[src/rtl/pipelined_cla_adder_pkg.sv]
// rtl/pipelined_cla_adder_pkg.sv - shared constants for the pipelined CLA adder
//
// Purpose : lookahead block width, add/sub mode encodings and the stage-count
//           formula shared by the adder top and its 4-bit lookahead block.
// Ports   : none (package).

`ifndef PIPELINED_CLA_ADDER_PKG_SV
`define PIPELINED_CLA_ADDER_PKG_SV

// Number of pipeline stages for a given width and blocks-per-stage.
`define PCLA_NUM_STAGES(w, bps) ((w) / (CLA_BLOCK_W * (bps)))

package pipelined_cla_adder_pkg;

    localparam int CLA_BLOCK_W = 4;

    localparam logic MODE_ADD = 1'b0;
    localparam logic MODE_SUB = 1'b1;

endpackage

`endif

[src/rtl/pipelined_cla_adder_cla_block_4bit.sv]
// rtl/pipelined_cla_adder_cla_block_4bit.sv - combinational 4-bit carry-lookahead block
//
// Purpose : resolves one 4-bit slice with full internal lookahead and exports
//           group propagate/generate so blocks can be chained by P/G.
// Ports   : a, b   - 4-bit operand slices
//           cin    - carry into bit 0 of the slice
//           sum    - 4-bit slice result
//           cout   - carry out of bit 3
//           grp_p  - group propagate (all four bits propagate)
//           grp_g  - group generate (slice produces a carry on its own)

module cla_block_4bit
    import pipelined_cla_adder_pkg::*;
(
    input  logic [CLA_BLOCK_W-1:0] a,
    input  logic [CLA_BLOCK_W-1:0] b,
    input  logic                   cin,
    output logic [CLA_BLOCK_W-1:0] sum,
    output logic                   cout,
    output logic                   grp_p,
    output logic                   grp_g
);

    logic [CLA_BLOCK_W-1:0] p;
    logic [CLA_BLOCK_W-1:0] g;
    logic                   c1;
    logic                   c2;
    logic                   c3;

    assign p = a ^ b;
    assign g = a & b;

    // Every carry is a flat sum of products of p/g and cin: no ripple inside.
    assign c1 = g[0] | (p[0] & cin);
    assign c2 = g[1] | (p[1] & g[0]) | (p[1] & p[0] & cin);
    assign c3 = g[2] | (p[2] & g[1]) | (p[2] & p[1] & g[0])
              | (p[2] & p[1] & p[0] & cin);

    assign grp_p = &p;
    assign grp_g = g[3] | (p[3] & g[2]) | (p[3] & p[2] & g[1])
                 | (p[3] & p[2] & p[1] & g[0]);

    assign cout = grp_g | (grp_p & cin);
    assign sum  = p ^ {c3, c2, c1, cin};

endmodule

[src/rtl/pipelined_cla_adder.sv]
// rtl/pipelined_cla_adder.sv - pipelined carry-lookahead adder/subtractor with valid/ready
//
// Purpose : WIDTH-bit a+b+cin or a-b, one slice of 4*BLOCKS_PER_STAGE bits per
//           pipeline stage, one result per cycle, NUM_STAGES cycles of latency.
// Ports   : clk, rst           - clock, synchronous active-high reset
//           in_valid/in_ready  - operand handshake
//           a, b, cin, sub     - operands, carry in (ignored for sub), mode
//           out_valid/out_ready- result handshake
//           sum, cout, overflow- result, carry out of MSB, signed overflow

module pipelined_cla_adder
    import pipelined_cla_adder_pkg::*;
#(
    parameter int WIDTH            = 32,
    parameter int BLOCKS_PER_STAGE = 2
) (
    input  logic             clk,
    input  logic             rst,
    input  logic             in_valid,
    output logic             in_ready,
    input  logic [WIDTH-1:0] a,
    input  logic [WIDTH-1:0] b,
    input  logic             cin,
    input  logic             sub,
    output logic             out_valid,
    input  logic             out_ready,
    output logic [WIDTH-1:0] sum,
    output logic             cout,
    output logic             overflow
);

    localparam int S          = CLA_BLOCK_W * BLOCKS_PER_STAGE;
    localparam int NUM_STAGES = `PCLA_NUM_STAGES(WIDTH, BLOCKS_PER_STAGE);

    if (((WIDTH % S) != 0) || (WIDTH < S)) begin : g_param_check
        $error("pipelined_cla_adder: WIDTH must be a non-zero multiple of 4*BLOCKS_PER_STAGE");
    end

    // One enable for the whole pipe: everything moves unless the output is
    // holding a result nobody has taken yet.
    logic adv;
    assign adv      = !out_valid || out_ready;
    assign in_ready = adv;

    for (genvar k = 0; k < NUM_STAGES; k++) begin : g_stage
        // Operand bits still unresolved when entering stage k; the low S of
        // them are resolved here, the rest ride on to the next stage.
        localparam int REM = WIDTH - k * S;

        logic [REM-1:0]              a_in;
        logic [REM-1:0]              b_in;
        logic                        c_in;
        logic                        v_in;
        logic [BLOCKS_PER_STAGE:0]   blk_c;
        logic [BLOCKS_PER_STAGE-1:0] blk_p;
        logic [BLOCKS_PER_STAGE-1:0] blk_g;
        logic [BLOCKS_PER_STAGE-1:0] blk_co;
        logic [S-1:0]                slice_sum;
        logic [(k+1)*S-1:0]          s_d;
        logic [(k+1)*S-1:0]          s_q;
        logic                        c_q;
        logic                        v_q;
        logic                        unused_blk_co;

        if (k == 0) begin : g_head
            // Subtraction is a + ~b + 1, so the mode only touches b and c0.
            assign a_in = a;
            assign b_in = (sub == MODE_ADD) ? b : ~b;
            assign c_in = (sub == MODE_SUB) ? 1'b1 : cin;
            assign v_in = in_valid;
            assign s_d  = slice_sum;
        end else begin : g_body
            assign a_in = g_stage[k-1].g_ops.a_q;
            assign b_in = g_stage[k-1].g_ops.b_q;
            assign c_in = g_stage[k-1].c_q;
            assign v_in = g_stage[k-1].v_q;
            // Lower result slices travel with the op so the word lines up.
            assign s_d  = {slice_sum, g_stage[k-1].s_q};
        end

        assign blk_c[0] = c_in;

        for (genvar j = 0; j < BLOCKS_PER_STAGE; j++) begin : g_blk
            cla_block_4bit u_blk (
                .a     (a_in[j*CLA_BLOCK_W +: CLA_BLOCK_W]),
                .b     (b_in[j*CLA_BLOCK_W +: CLA_BLOCK_W]),
                .cin   (blk_c[j]),
                .sum   (slice_sum[j*CLA_BLOCK_W +: CLA_BLOCK_W]),
                .cout  (blk_co[j]),
                .grp_p (blk_p[j]),
                .grp_g (blk_g[j])
            );
            assign blk_c[j+1] = blk_g[j] | (blk_p[j] & blk_c[j]);
        end

        // Block cout equals the group P/G carry already used above.
        assign unused_blk_co = ^blk_co;

        always_ff @(posedge clk) begin
            if (rst) begin
                v_q <= 1'b0;
                c_q <= 1'b0;
                s_q <= '0;
            end else if (adv) begin
                v_q <= v_in;
                // Bubbles leave the data registers alone, so the final stage
                // keeps showing the last real result while out_valid is 0.
                if (v_in) begin
                    c_q <= blk_c[BLOCKS_PER_STAGE];
                    s_q <= s_d;
                end
            end
        end

        if (k < NUM_STAGES - 1) begin : g_ops
            logic [REM-S-1:0] a_q;
            logic [REM-S-1:0] b_q;

            always_ff @(posedge clk) begin
                if (rst) begin
                    a_q <= '0;
                    b_q <= '0;
                end else if (adv && v_in) begin
                    a_q <= a_in[REM-1:S];
                    b_q <= b_in[REM-1:S];
                end
            end
        end else begin : g_tail
            logic msb_c;
            logic ovf_q;

            // Carry into the MSB recovered from its sum bit: s = a ^ b ^ c.
            assign msb_c = slice_sum[S-1] ^ a_in[S-1] ^ b_in[S-1];

            always_ff @(posedge clk) begin
                if (rst) begin
                    ovf_q <= 1'b0;
                end else if (adv && v_in) begin
                    ovf_q <= msb_c ^ blk_c[BLOCKS_PER_STAGE];
                end
            end
        end
    end

    assign out_valid = g_stage[NUM_STAGES-1].v_q;
    assign sum       = g_stage[NUM_STAGES-1].s_q;
    assign cout      = g_stage[NUM_STAGES-1].c_q;
    assign overflow  = g_stage[NUM_STAGES-1].g_tail.ovf_q;

endmodule

[config.mk]
export PLATFORM = sky130hd
export DESIGN_NAME = pipelined_cla_adder
export DESIGN_NICKNAME = d
export VERILOG_FILES = /design/src/rtl/pipelined_cla_adder_pkg.sv /design/src/rtl/pipelined_cla_adder_cla_block_4bit.sv /design/src/rtl/pipelined_cla_adder.sv
export SDC_FILE = /design/constraint.sdc
export NUM_CORES = 1
export LEC_CHECK = 0
export ABC_CLOCK_PERIOD_IN_PS = 5100
export CORE_ASPECT_RATIO = 0.6
export CORE_MARGIN = 3
export CORE_UTILIZATION = 40
export CTS_BUF_LIST = sky130_fd_sc_hd__clkbuf_8 sky130_fd_sc_hd__clkbuf_16
export DETAILED_ROUTE_END_ITERATION = 10
export GPL_ROUTABILITY_DRIVEN = 0
export SYNTH_ARGS = -nofsm -noshare
export SYNTH_HDL_FRONTEND = slang
export SYNTH_HIERARCHICAL = 1
export SYNTH_SLANG_ARGS = --single-unit
export TNS_END_PERCENT = 5
[constraint.sdc]
create_clock -name clk -period 5.1 [get_ports clk]
set_clock_uncertainty 0.15 [all_clocks]
set_input_delay 0.765 -clock clk [delete_from_list [all_inputs] [get_ports clk]]
set_output_delay 0.765 -clock clk [all_outputs]
set_load 0.01 [all_outputs]
==> impl_metrics.env <==
export IMPL_status="complete, no violations"
export IMPL_timing_rr_end="overflow$_SDFFE_PP0P_"
export IMPL_worstSkewPairLatency_ns=0.43
export IMPL_dieArea_sq_um=22400
export IMPL_power_leakage_nw=3.86
export IMPL_holdPathEnd="g_stage[2].s_q[13]$_SDFFE_PP0P_"
export IMPL_grt_first_pass_wirelength_mm=31.1
export IMPL_htree_levels=4
export IMPL_fin_crit_sh_pct=58.4
export IMPL_io_pins=106
export IMPL_drive_above_1_share_pct=9.45
export IMPL_start_kind="input port"
export IMPL_seqPwrFrac_pct=48.2
export IMPL_hold_slack_ns=0.297
export IMPL_slew_viol_final=0
export IMPL_place_hpwl_mm=12.7
export IMPL_num_vias=6580
export IMPL_dieHeight_um=117
export IMPL_arrival_ns=3.18
export IMPL_area_growth_syn_to_layout_pct=20.5
export IMPL_antenna_cells=0
export IMPL_critPathCaptureType="flop"
export IMPL_swShare_pct=27.0
export IMPL_pre_cts_ws_ns=1.69
export IMPL_hold_depth=2
export IMPL_p_clk_share_pct=40.6
export IMPL_fin_nets=1155
export IMPL_min_delay_start="g_stage[1].s_q[13]$_SDFFE_PP0P_"
export IMPL_postRouteAntennaNets=0
export IMPL_required_ns=5.30
export IMPL_fill_cells=1911
export IMPL_cts_tree="yes"
export IMPL_rsz0062_at_grt="false"
export IMPL_timing_rr_start="g_stage[2].g_ops.b_q[2]$_SDFFE_PP0P_"
export IMPL_wl_mm=18.4
export IMPL_worst_pin_slew_ns=1.07
export IMPL_cts_num_sinks=185
export IMPL_synth_area_sq_um=8220
export IMPL_p_sw_mw=0.857
export IMPL_placementRows=39
export IMPL_overflow=0
export IMPL_antenna_found_initial=0
export IMPL_powerDensity_nw_per_um2=320
export IMPL_p_int_mw=2.32
export IMPL_avgSynthCellArea_sq_um=8.44
export IMPL_fmax_mhz=336
export IMPL_port_buffers=105
export IMPL_core_sq_um=19600
export IMPL_vias_per_cell=4.97
export IMPL_synth_nets=1084
export IMPL_hold_viol_final=0
export IMPL_max_vdd_ir_drop_v=0.000253
export IMPL_worstSetupPathType="in -> reg"
export IMPL_r2r_slack_ns=2.53
export IMPL_syn_instance_count=974
export IMPL_grt_max_degree=139
export IMPL_fin_crit_ns=2.98
export IMPL_drt_pass1_iter_count=5
export IMPL_maxCapViolations=0
export IMPL_cts_root_buf="clkbuf_16"
export IMPL_p_comb_share_pct=11.1
export IMPL_drtIter0Drc=302
export IMPL_postCtsResizedCells=0
export IMPL_hold_buffers=0
export IMPL_min_path_type="reg -> reg"
export IMPL_grt_pass1_vias=6398
export IMPL_clk_pin_slew_ns=0.08
export IMPL_drc_errors=0
export IMPL_post_cts_setup_buffers=0
export IMPL_setup_ws_ns=2.12
export IMPL_die_width_um=191
export IMPL_grt_use_total_pct=17.1
export IMPL_final_setup_tns_ns=0
export IMPL_numCtsBuffers=17
export IMPL_clk_path_buf_depth=2
export IMPL_start_util_pct=42.0
export IMPL_slew_headroom_pct=28.9
export IMPL_cp_max_fo=33
export IMPL_r2r_cells=11
export IMPL_yosys_warnings=6
export IMPL_setup_viol=0
export IMPL_wl_per_cell_um=13.9
-- registers in the layout, summed over array words and instances (netlist names) --
| name | count |
|---|---|
| g_stage.c_q | 3 |
| out_valid | 1 |
| g_stage.s_q | 48 |
| g_stage.g_ops.b_q | 48 |
| g_stage.g_ops.a_q | 48 |
| cout | 1 |
| sum | 32 |
| g_stage.v_q | 3 |
| overflow | 1 |
-- metal layers --
metal  global-route usage (%)  wire, um  vias up  share of wire (%)
met4                     4.69       191        0                1.0
li1                         -         -     3367                  -
met5                        0         0        -                  0
met1                     23.4      9220     3123                 50
met3                     3.72       697       14                3.8
met2                     27.5      8240       76                 45
-- power groups by stage --
stage | Sequential, mW | Combinational, mW | Clock, mW
2_1_floorplan | 1.55 | 0.257 | 0
3_3_place_gp | 1.56 | 0.354 | 0
3_5_place_dp | 1.56 | 0.357 | 0
4_1_cts | 1.53 | 0.358 | 1.32
5_1_grt | 1.54 | 0.399 | 1.38
6_report | 1.53 | 0.353 | 1.29
-- area by class of cell --
class	count	area (sq um)	share of cell area (%)
clock buffer	18	439	4.43
timing repair buffer	116	1130	11.4
clock inverter	14	133	1.34
inverter	16	62.6	0.631
multi-input combinational	709	4110	41.5
tap	266	333	3.36
sequential	185	3700	37.4
-- stage by stage --
step	total power [mW]	instances	util (%)	cell area (sq um)
final	3.17	1324	50.6	9910
after global routing	3.32	1324	50.6	9910
after CTS	3.21	1324	50.6	9910
after floorplan	1.81	974	-	8220
after global placement	1.92	1292	47.7	9340
after detailed placement	1.92	1292	47.7	9340
-- worst max-delay path: stages --
cell	delay, ns
buf_2	0.07
buf_4	0.44
xor2_1	0.20
ha_1	0.31
a21oi_2	0.21
o21bai_1	0.08
a21o_1	0.18
a21o_1	0.20
inv_1	0.08
fa_1	0.40
inv_1	0.06
nand2_1	0.04
a21oi_1	0.14
-- cells in the final DEF (no fill, tap or decap), types with 5 or more instances in the layout --
cell,n
clkbuf_16,17
and4_2,8
nand3_1,6
nor2_1,30
inv_1,15
nand3_2,5
ha_1,32
clkdlybuf4s50_1,103
a211oi_2,25
a21o_1,20
xnor2_1,37
buf_4,11
a21oi_1,163
a21oi_2,9
dfxtp_1,185
fa_1,8
nand4_1,5
nand2_1,315
xor2_1,21
-- how the worst max path moves through the flow --
| stage | start | endpoint | slack, ns | cells after the start |
|---|---|---|---|---|
| final | sub | g_stage[0].s_q[4]$_SDFFE_PP0P_ | 2.12 | 13 |
| after global routing | sub | g_stage[0].s_q[4]$_SDFFE_PP0P_ | 1.93 | 13 |
| after CTS | sub | g_stage[0].s_q[4]$_SDFFE_PP0P_ | 2.13 | 13 |
| after detailed placement | sub | g_stage[0].s_q[4]$_SDFFE_PP0P_ | 1.69 | 13 |
| after global placement | sub | g_stage[0].s_q[4]$_SDFFE_PP0P_ | 1.71 | 13 |
| after floorplan | sub | g_stage[0].s_q[4]$_SDFFE_PP0P_ | 2.03 | 13 |
(Power assumes the default switching activity.)
